**src/rtl/messbauer_velocity_profile_generator_if.sv**
```systemverilog
// Control/status bundle of the Mossbauer velocity profile generator.
// The master drives run control and sweep configuration; the slave returns the DAC code and strobes.
interface messbauer_velocity_profile_generator_if #(
  parameter int DATA_WIDTH   = 12,
  parameter int PERIOD_WIDTH = 16
);
  logic                    enable;
  logic                    mode;
  logic [DATA_WIDTH-1:0]   cfg_top;
  logic [PERIOD_WIDTH-1:0] cfg_period;
  logic [DATA_WIDTH-1:0]   cfg_reverse_step;
  logic [DATA_WIDTH-1:0]   out_value;
  logic                    dir;
  logic                    channel_strobe;
  logic                    sweep_start;
  logic                    busy;

  modport master (
    output enable, mode, cfg_top, cfg_period, cfg_reverse_step,
    input  out_value, dir, channel_strobe, sweep_start, busy
  );

  modport slave (
    input  enable, mode, cfg_top, cfg_period, cfg_reverse_step,
    output out_value, dir, channel_strobe, sweep_start, busy
  );
endinterface

```
**src/rtl/messbauer_velocity_profile_generator.sv**
```systemverilog
// Sawtooth/triangle velocity reference for the Mossbauer vibrator DAC, with
// per-channel and per-sweep strobes for the spectrum accumulator.
module messbauer_velocity_profile_generator #(
  parameter int DATA_WIDTH   = 12,
  parameter int PERIOD_WIDTH = 16
) (
  input  logic clk,
  input  logic areset_n,
  messbauer_velocity_profile_generator_if.slave bus
);

  typedef enum logic [1:0] {IDLE, FWD, REV} state_t;

  state_t                  state;
  logic [PERIOD_WIDTH-1:0] counter;
  logic [PERIOD_WIDTH-1:0] period_l;
  logic [DATA_WIDTH-1:0]   top_l;
  logic [DATA_WIDTH-1:0]   step_l;
  logic                    mode_l;
  logic [DATA_WIDTH-1:0]   out_value;
  logic                    dir;
  logic                    channel_strobe;
  logic                    sweep_start;
  logic                    busy;

  logic [PERIOD_WIDTH-1:0] period_eff;
  logic [DATA_WIDTH-1:0]   step_eff;
  logic                    channel_end;
  logic [DATA_WIDTH-1:0]   rev_from_top;
  logic [DATA_WIDTH-1:0]   rev_next;

  function automatic logic [DATA_WIDTH-1:0] sat_sub(input logic [DATA_WIDTH-1:0] a,
                                                    input logic [DATA_WIDTH-1:0] b);
    return (a > b) ? a - b : '0;
  endfunction

  // Zero period/step mean 1; triangle mode always returns one code per channel.
  assign period_eff   = (bus.cfg_period == '0) ? PERIOD_WIDTH'(1) : bus.cfg_period;
  assign step_eff     = (bus.mode || bus.cfg_reverse_step == '0) ? DATA_WIDTH'(1)
                                                                 : bus.cfg_reverse_step;
  assign channel_end  = (counter == period_l - PERIOD_WIDTH'(1));
  assign rev_from_top = sat_sub(top_l, step_l);
  assign rev_next     = sat_sub(out_value, step_l);

  // NOTE: every register here is sequential state, so it is written with <= only;
  // blocking assignments would let later lines in this block see half-updated values.
  always_ff @(posedge clk or negedge areset_n) begin
    if (!areset_n) begin
      state          <= IDLE;
      counter        <= '0;
      period_l       <= PERIOD_WIDTH'(1);
      top_l          <= '0;
      step_l         <= DATA_WIDTH'(1);
      mode_l         <= 1'b0;
      out_value      <= '0;
      dir            <= 1'b0;
      channel_strobe <= 1'b0;
      sweep_start    <= 1'b0;
      busy           <= 1'b0;
    end else begin
      channel_strobe <= 1'b0;
      sweep_start    <= 1'b0;
      case (state)
        IDLE: begin
          counter   <= '0;
          out_value <= '0;
          dir       <= 1'b0;
          if (bus.enable) begin
            state          <= FWD;
            period_l       <= period_eff;
            top_l          <= bus.cfg_top;
            step_l         <= step_eff;
            mode_l         <= bus.mode;
            busy           <= 1'b1;
            channel_strobe <= 1'b1;
            sweep_start    <= 1'b1;
          end
        end

        FWD: begin
          if (channel_end) begin
            counter <= '0;
            if (out_value != top_l) begin
              out_value      <= out_value + DATA_WIDTH'(1);
              channel_strobe <= 1'b1;
            end else begin
              state          <= REV;
              dir            <= 1'b1;
              out_value      <= rev_from_top;
              channel_strobe <= mode_l;
            end
          end else begin
            counter <= counter + PERIOD_WIDTH'(1);
          end
        end

        REV: begin
          if (channel_end) begin
            counter <= '0;
            if (out_value != '0) begin
              out_value      <= rev_next;
              channel_strobe <= mode_l;
            end else if (bus.enable) begin
              // Back-to-back sweep: relatch config so changes apply from this sweep on.
              state          <= FWD;
              dir            <= 1'b0;
              period_l       <= period_eff;
              top_l          <= bus.cfg_top;
              step_l         <= step_eff;
              mode_l         <= bus.mode;
              channel_strobe <= 1'b1;
              sweep_start    <= 1'b1;
            end else begin
              state <= IDLE;
              dir   <= 1'b0;
              busy  <= 1'b0;
            end
          end else begin
            counter <= counter + PERIOD_WIDTH'(1);
          end
        end

        default: begin
          state     <= IDLE;
          counter   <= '0;
          out_value <= '0;
          dir       <= 1'b0;
          busy      <= 1'b0;
        end
      endcase
    end
  end

  assign bus.out_value      = out_value;
  assign bus.dir            = dir;
  assign bus.channel_strobe = channel_strobe;
  assign bus.sweep_start    = sweep_start;
  assign bus.busy           = busy;

endmodule

```
**src/flat_wrapper.sv**
```systemverilog
// flat-port wrapper written by rule: the top's interface ports become plain ports
module messbauer_velocity_profile_generator_flat 
#(
  parameter int DATA_WIDTH   = 12,
  parameter int PERIOD_WIDTH = 16
)
  (clk, areset_n, bus_enable, bus_mode, bus_cfg_top, bus_cfg_period, bus_cfg_reverse_step, bus_out_value, bus_dir, bus_channel_strobe, bus_sweep_start, bus_busy);
  messbauer_velocity_profile_generator_if #(.DATA_WIDTH(DATA_WIDTH), .PERIOD_WIDTH(PERIOD_WIDTH)) bus_i ();
  input  logic clk;
  input  logic areset_n;
  input wire logic [$bits(bus_i.enable)-1:0] bus_enable;
  input wire logic [$bits(bus_i.mode)-1:0] bus_mode;
  input wire logic [$bits(bus_i.cfg_top)-1:0] bus_cfg_top;
  input wire logic [$bits(bus_i.cfg_period)-1:0] bus_cfg_period;
  input wire logic [$bits(bus_i.cfg_reverse_step)-1:0] bus_cfg_reverse_step;
  output wire logic [$bits(bus_i.out_value)-1:0] bus_out_value;
  output wire logic [$bits(bus_i.dir)-1:0] bus_dir;
  output wire logic [$bits(bus_i.channel_strobe)-1:0] bus_channel_strobe;
  output wire logic [$bits(bus_i.sweep_start)-1:0] bus_sweep_start;
  output wire logic [$bits(bus_i.busy)-1:0] bus_busy;
  assign bus_i.enable = bus_enable;
  assign bus_i.mode = bus_mode;
  assign bus_i.cfg_top = bus_cfg_top;
  assign bus_i.cfg_period = bus_cfg_period;
  assign bus_i.cfg_reverse_step = bus_cfg_reverse_step;
  assign bus_out_value = bus_i.out_value;
  assign bus_dir = bus_i.dir;
  assign bus_channel_strobe = bus_i.channel_strobe;
  assign bus_sweep_start = bus_i.sweep_start;
  assign bus_busy = bus_i.busy;
  messbauer_velocity_profile_generator #(.DATA_WIDTH(DATA_WIDTH), .PERIOD_WIDTH(PERIOD_WIDTH)) u_core (.clk(clk), .areset_n(areset_n), .bus(bus_i));
endmodule
```
**config.mk**
```make
export PLATFORM = sky130hd
export DESIGN_NAME = messbauer_velocity_profile_generator_flat
export DESIGN_NICKNAME = d
export VERILOG_FILES = /design/src/rtl/messbauer_velocity_profile_generator_if.sv /design/src/rtl/messbauer_velocity_profile_generator.sv /design/src/flat_wrapper.sv
export SDC_FILE = /design/constraint.sdc
export NUM_CORES = 1
export LEC_CHECK = 0
export ABC_CLOCK_PERIOD_IN_PS = 4400
export CORE_ASPECT_RATIO = 1.5
export CORE_MARGIN = 5
export CORE_UTILIZATION = 28
export CTS_BUF_LIST = sky130_fd_sc_hd__clkbuf_16
export DETAILED_ROUTE_END_ITERATION = 12
export PLACE_DENSITY_LB_ADDON = 0.1
export SLEW_MARGIN = 20
export SYNTH_ARGS = -nofsm -noshare
export SYNTH_HDL_FRONTEND = slang
export SYNTH_SLANG_ARGS = --single-unit
```
**constraint.sdc**
```tcl
create_clock -name clk -period 4.4 [get_ports clk]
set_clock_uncertainty 0.05 [all_clocks]
set_input_delay 0.88 -clock clk [delete_from_list [all_inputs] [get_ports clk]]
set_output_delay 0.88 -clock clk [all_outputs]
set_load 0.01 [all_outputs]
```
==> out/qor.yml, run 1 <==
run_status:
  outcome: "complete, no violations"
critical_path:
  path_buf_inv: 2
  cp_cell_sequence: "inv_1 > ha_1 > or4b_4 > or3_1 > a211oi_1 > o21a_1 > a31oi_2 > nor4_2 > o21ai_4 > buf_4 > mux2_1"
  r2r_cells: 11
  crit_type: "register to register"
  crit_path_end_kind: "register"
  crit_start: "u_core.period_l[1]$_DFFE_PN0P_"
  cp_slowest_cell: "or4b_4"
  crit_cells: 11
  crit_fanout: 41
  crit_arrival_ps: 3680
  cp-start-kind: "register"
  regToRegStartpoint: "u_core.period_l[1]$_DFFE_PN0P_"
  path_delay_family: "simple AND/OR/NAND/NOR gates"
  crit_required_ps: 4560
  r2r_slack_ps: 880
  crit_path_end: "u_core.period_l[1]$_DFFE_PN0P_"
  cp_slowest_stage_delay_ps: 530
  r2r_end: "u_core.period_l[1]$_DFFE_PN0P_"
clock_network:
  clkTransAtPathRegs_ps: 50
  htreeDepth: 3
  hold_buffers: 0
  cts-root-buf: "clkbuf_16"
  cts_tree: "yes"
  cts.sinks: 75
  clock_path_buffers: 2
  post_cts_resized: 0
  clock_latency_ps: 330
  numCtsBuffers: 9
  postCtsSetupBuffers: 0
synth:
  synth-edff-count: 0
  synth.largest_area_cell: "dfrtp_1"
  synthArstFlopShare_pct: 100.0
  ys.flop_type: "dfrtp_1"
  synth_top_area_share_pct: 32.22
  synth.distinct_cells: 69
  syn_nets: 706
  synth.avg_cell_area_um2: 9.029
  ys_top_cells_by_count: "73 x dfrtp_1, 57 x nor2_1, 44 x nand2_1"
  synthCells: 628
  synth.most_common_cell: "dfrtp_1"
  netlist_top_cells_area: "dfrtp_1 32%, ha_1 7.1%, xnor2_1 5.1%, xor2_1 5.1%, mux2_2 4.6%"
  ys_warn_count: 0
  ys_seq_area_share_pct: 33.14
  synth-seq-cells: 75
  netlist_area_um2: 5670
flow_run:
  cap_violations: 0
global_route:
  antenna_found_initial: 0
  grt_pass1_vias: 5149
  grt_max_degree: 76
  track_usage_pct: 15.37
  grt_pass1_wl_um: 28240
  overflow: 0
placement:
  place_hpwl_um: 13980
  place_congestion: 0.8100
  numPortBuffers: 59
  dp.cells: 924
layout:
  final_nets: 753
  diodes: 0
  drive_gt1_share_pct: 8.235
  layoutNonFillerInstCount: 940
  area_delta_synth_final_pct: 20.72
timing:
  worst_slew_pin_slew_ps: 718.9
  setup_viol: 0
  fin_crit_sh_pct: 80.03
  relSlewSlack_pct: 51.85
  finalCriticalPeriod_ps: 3521
  rsz0062_at_grt: "no"
  maxSlewViolCount: 0
  tns_ps: 0
  max_freq_mhz: 284.0
  hold_viol: 0
floorplanning:
  dieArea_um2: 23260
  core_region_area_um2: 19860
  die_x_um: 126.2
  fp.dieH_um: 184.3
  rows: 63
  io_pins: 60
  initial_core_util_pct: 28.55
power_and_ir_drop:
  power.density_nw_per_um2: 589.0
  peakVddDrop_uv: 193.1
  power_leakage_nw: 2.824
worst_hold_path:
  hp-class: "register to register"
detailed_routing:
  antenna_left: 0
  drt_iter0_drc: 256
  remaining_drc_errors: 0
  drt-total-wl_um: 17570
  avgViaCountPerCell: 5.120
  vias: 4813
  wl_per_cell_um: 18.69
  dr.pass1.iters: 6
## stage by stage
stage / total power [W] / util (%) / worst slack (ps) / hold WS (ps) / area (um2)
finish: 0.004032 / 34.46 / 878.6 / 457.3 / 6845
global route: 0.004374 / 34.46 / 591.4 / 472.9 / 6845
CTS: 0.004082 / 34.44 / 868.9 / 465.2 / 6842
detailed placement: 0.003215 / 32.75 / 900.1 / 453.1 / 6505
global placement: 0.003187 / 32.75 / 964.2 / 443.0 / 6505
floorplan: 0.002612 / - / 1294 / 450.3 / 5670
## where the power goes
part	internal, W	switching (W)
clock	0.000550	0.000288
combinational	0.000874	0.00115
sequential	0.000893	0.000279
## cells in the final DEF, fill, tap and decap left out, types with 4 or more instances in the layout
cell | synthesis | final
clkdlybuf4s50_1 | 0 | 58
nor2b_1 | 9 | 9
nor4_1 | 14 | 14
ha_1 | 32 | 32
o211ai_1 | 4 | 4
o31a_1 | 4 | 4
xor2_1 | 33 | 33
nand4_1 | 13 | 13
o221ai_1 | 4 | 4
a211oi_1 | 5 | 5
o21ai_0 | 22 | 22
xnor2_1 | 33 | 33
a21oi_1 | 26 | 26
mux2_2 | 23 | 23
inv_1 | 34 | 36
clkbuf_16 | 0 | 9
nand3_1 | 27 | 27
nor2_1 | 57 | 57
and3_1 | 9 | 9
dfrtp_1 | 73 | 73
a31oi_1 | 4 | 4
mux2i_1 | 21 | 21
nand2b_1 | 8 | 8
mux2_1 | 8 | 8
o21a_1 | 9 | 9
nor3_1 | 18 | 18
nand2_1 | 44 | 44
or3_1 | 8 | 8
## layer usage
layer  wire (um)  global-route usage [%]  part of all wire, %
met1        6808                   17.00                   39
met2        9934                   30.08                   57
met3         385                   1.566                  2.2
met4         438                   5.453                  2.5
met5           0                       0                    0
## registers in the layout, summed over array words and instances, names as in the netlist
register / count
u_core.bus.busy: 1
u_core.mode_l: 1
u_core.step_l: 12
u_core.bus.out_value: 12
u_core.bus.sweep_start: 1
u_core.counter: 16
u_core.period_l: 16
u_core.state: 2
u_core.bus.dir: 1
u_core.bus.channel_strobe: 1
u_core.top_l: 12
## worst min-delay path by stage
| stage | from | to | slack [ps] | depth (start not counted) |
|---|---|---|---|---|
| CTS | u_core.bus.busy$_DFFE_PN0P_ | u_core.bus.busy$_DFFE_PN0P_ | 470 | 1 |
| global route | u_core.bus.dir$_DFFE_PN0P_ | u_core.bus.dir$_DFFE_PN0P_ | 470 | 1 |
| detailed placement | u_core.bus.busy$_DFFE_PN0P_ | u_core.bus.busy$_DFFE_PN0P_ | 450 | 1 |
| finish | u_core.bus.busy$_DFFE_PN0P_ | u_core.bus.busy$_DFFE_PN0P_ | 460 | 1 |
| floorplan | u_core.period_l[0]$_DFFE_PN1P_ | u_core.period_l[0]$_DFFE_PN1P_ | 450 | 2 |
| global placement | u_core.bus.dir$_DFFE_PN0P_ | u_core.bus.dir$_DFFE_PN0P_ | 440 | 1 |
## kinds of logic (layout without fill, tap and decap cells)
logic type                 count (synthesis)  in the layout  share of synthesized area, %
muxes                                     55             55                         10.66
adders and majority gates                 34             34                         7.767
buffers and inverters                     60            112                         4.236
xor gates and xnor gates                  66             66                         10.19
and+or+nand+nor                          230            230                         21.01
AOI/OAI and AO/OA                        108            108                         13.00
DFF                                       75             75                         33.14
## area by class of cell
cell class | instances | area, um2
fillers | 2093 | 13020
multi-input cells | 493 | 3562
flip-flops and latches | 75 | 1879
repair buffers | 62 | 614.3
well taps | 260 | 325.3
clock buffers | 9 | 225.2
inverters | 34 | 127.6
clock inverters | 7 | 111.4
Note: power is estimated with default switching activity, not from simulation.
==> run 2, diff against run 1 <==
--- a/config.mk
+++ b/config.mk
@@ -5,7 +5,7 @@
 export SDC_FILE = /design/constraint.sdc
 export NUM_CORES = 1
 export LEC_CHECK = 0
-export ABC_CLOCK_PERIOD_IN_PS = 4400
+export ABC_CLOCK_PERIOD_IN_PS = 3250
 export CORE_ASPECT_RATIO = 1.5
 export CORE_MARGIN = 5
 export CORE_UTILIZATION = 28
==> constraint.sdc (replaced) <==
create_clock -name clk -period 3.25 [get_ports clk]
set_clock_uncertainty 0.05 [all_clocks]
set_input_delay 0.65 -clock clk [delete_from_list [all_inputs] [get_ports clk]]
set_output_delay 0.65 -clock clk [all_outputs]
set_load 0.01 [all_outputs]
==> run 2 against run 1 <==
Compared with the run above:
- via count grew 7.9%
- power grew 58%
- fmax grew 12%
- core utilization grew 4.5 points
- largest cell class unchanged
- combinational power grew 94%
- highest routed layer unchanged
==> out/qor.yml, run 2 (synthesis results as in run 1) <==
power_and_ir_drop:
  peakVddDrop_uv: 246.6
  p_clk_share_pct: 16.1
  power_leakage_nw: 3.398
  power.density_nw_per_um2: 821.3
  p_seq_share_pct: 22.5
  power_frac_comb_pct: 61.4
  switching_share_pct: 41.74
  intPower_w: 0.003707
  power.total_w: 0.006363
  switchingPower_w: 0.002656
floorplanning:
  die_x_um: 126.2
  core_region_area_um2: 19860
  rows: 63
  fp.dieH_um: 184.3
  dieArea_um2: 23260
  io_pins: 60
  initial_core_util_pct: 28.55
layout:
  final_common_cell: "buf_4"
  mostFrequentLayoutCells: "84 x buf_4, 72 x dfrtp_1, 58 x clkdlybuf4s50_1"
  drive_gt1_share_pct: 21.85
  fin_util_pct: 39.00
  area_delta_synth_final_pct: 36.63
  final_nets: 843
  top_regs: "u_core.counter: 16 flops, u_core.period_l: 16 flops"
  diodes: 0
timing:
  hold_slack_ps: 279.6
  finalCriticalPeriod_ps: 3142
  fin_crit_sh_pct: 96.68
  relSlewSlack_pct: 49.30
  worst_slew_pin_slew_ps: 760.5
  setup_viol: 0
  max_freq_mhz: 318.2
  maxSlewViolCount: 0
  fin_ws_ps: 107.8
  rsz0062_at_grt: "yes"
  hold_viol: 0
detailed_routing:
  wl_per_cell_um: 19.06
  drt_iter0_drc: 209
  drt-total-wl_um: 19610
  remaining_drc_errors: 0
  antenna_left: 0
  dr.pass1.iters: 5
  avgViaCountPerCell: 5.047
  vias: 5193
clock_network:
  clock_latency_ps: 350
  htreeDepth: 3
  cts.sinks: 75
  cts_tree: "yes"
  numCtsBuffers: 9
  clock_path_buffers: 2
  clkTransAtPathRegs_ps: 70
  cts-root-buf: "clkbuf_16"
  hold_buffers: 0
global_route:
  grt.busiest_layer: "met2"
  grt_use_met3_pct: 2.117
  grt_pass1_vias: 5541
  overflow: 0
  met1_usage_pct: 17.22
  antenna_found_initial: 0
  grt_max_degree: 76
  grt_pass1_wl_um: 29920
  track_usage_pct: 16.44
  grtUsageMet2_pct: 33.15
critical_path:
  r2r_end: "u_core.top_l[6]$_DFFE_PN0P_"
  cp-start-kind: "register"
  path_buf_inv: 4
  cp_slowest_stage_delay_ps: 510
  crit_fanout: 7
  path_delay_family: "simple AND/OR/NAND/NOR gates"
  r2r_cells: 13
  crit_arrival_ps: 3320
  r2r_slack_ps: 110
  regToRegStartpoint: "u_core.period_l[1]$_DFFE_PN0P_"
  crit_type: "register to register"
  crit_required_ps: 3420
  cp_slowest_cell: "or4b_4"
  crit_path_end_kind: "register"
  cp_cell_sequence: "inv_2 > ha_4 > or4b_4 > or3_1 > a211oi_2 > o21a_1 > a31oi_4 > nor4_4 > buf_4 > o21ai_4 > buf_12 > clkbuf_16 > mux2_4"
run_status:
  outcome: "complete, no violations"
placement:
  numPortBuffers: 59
  place_hpwl_um: 15290
  dpl_worst_slack_ps: -32.78
  place_congestion: 0.8306
flow_run:
  cap_violations: 0
worst_hold_path:
  hp-class: "primary input to async pin"
## run 2: cell types whose count changed in the layout (fill, tap and decap cells not counted), sizes merged
cell / previous run / this run
buf: 4 / 91
bufinv: 3 / 1
clkbuf: 9 / 12
clkinv: 2 / 3
clkinvlp: 0 / 1
inv: 36 / 35
## run 2: repair_timing
action	in CTS	in global routing
gates cloned	0	4
resized for setup	1	44
pin swaps	2	12
endpoints found under the setup margin	21	54
setup buffers	0	10
## run 2: layout make-up
| type | count | area [um2] |
|---|---|---|
| fillers | 2048 | 12120 |
| multi-input cells | 493 | 3720 |
| flip-flops and latches | 75 | 1881 |
| repair buffers | 152 | 1404 |
| well taps | 260 | 325.3 |
| clock buffers | 9 | 225.2 |
| inverters | 34 | 127.6 |
| clock inverters | 6 | 65.06 |
## run 2: worst max-delay path by stage
| stage | slack [ps] | cells after the start | from | end |
|---|---|---|---|---|
| after floorplan | 140 | 11 | u_core.period_l[1]$_DFFE_PN0P_ | u_core.bus.out_value[10]$_DFFE_PN0P_ |
| after CTS | 3 | 11 | u_core.period_l[0]$_DFFE_PN1P_ | u_core.bus.out_value[2]$_DFFE_PN0P_ |
| after detailed placement | -30 | 11 | u_core.period_l[0]$_DFFE_PN1P_ | u_core.bus.out_value[2]$_DFFE_PN0P_ |
| after global routing | -40 | 13 | u_core.period_l[1]$_DFFE_PN0P_ | u_core.top_l[2]$_DFFE_PN0P_ |
| after global placement | -10 | 12 | u_core.period_l[0]$_DFFE_PN1P_ | u_core.top_l[0]$_DFFE_PN0P_ |
| final | 110 | 13 | u_core.period_l[1]$_DFFE_PN0P_ | u_core.top_l[6]$_DFFE_PN0P_ |
## run 2: layer usage
| metal | vias to the layer above | share of wire, % |
|---|---|---|
| met5 | - | 0 |
| met4 | 0 | 3.0 |
| met3 | 33 | 2.1 |
| met2 | 84 | 57 |
| met1 | 2556 | 38 |
| li1 | 2520 | - |
## run 2: stage by stage
stage,instance area (um2),setup TNS (ps),cells
final,7747,0,1029
after global placement,7113,-82.98,1000
after floorplan,5670,0,628
after CTS,7405,0,1015
after detailed placement,7113,-303.0,1000
after global routing,7747,-762.1,1029
## run 2: power by group through the flow
stage | clock, W | combinational (W) | sequential (W)
2_1_floorplan | 0 | 0.00211 | 0.00143
3_3_place_gp | 0 | 0.00355 | 0.00144
3_5_place_dp | 0 | 0.00357 | 0.00144
4_1_cts | 0.00105 | 0.00360 | 0.00143
5_1_grt | 0.00109 | 0.00426 | 0.00147
6_report | 0.00102 | 0.00391 | 0.00143
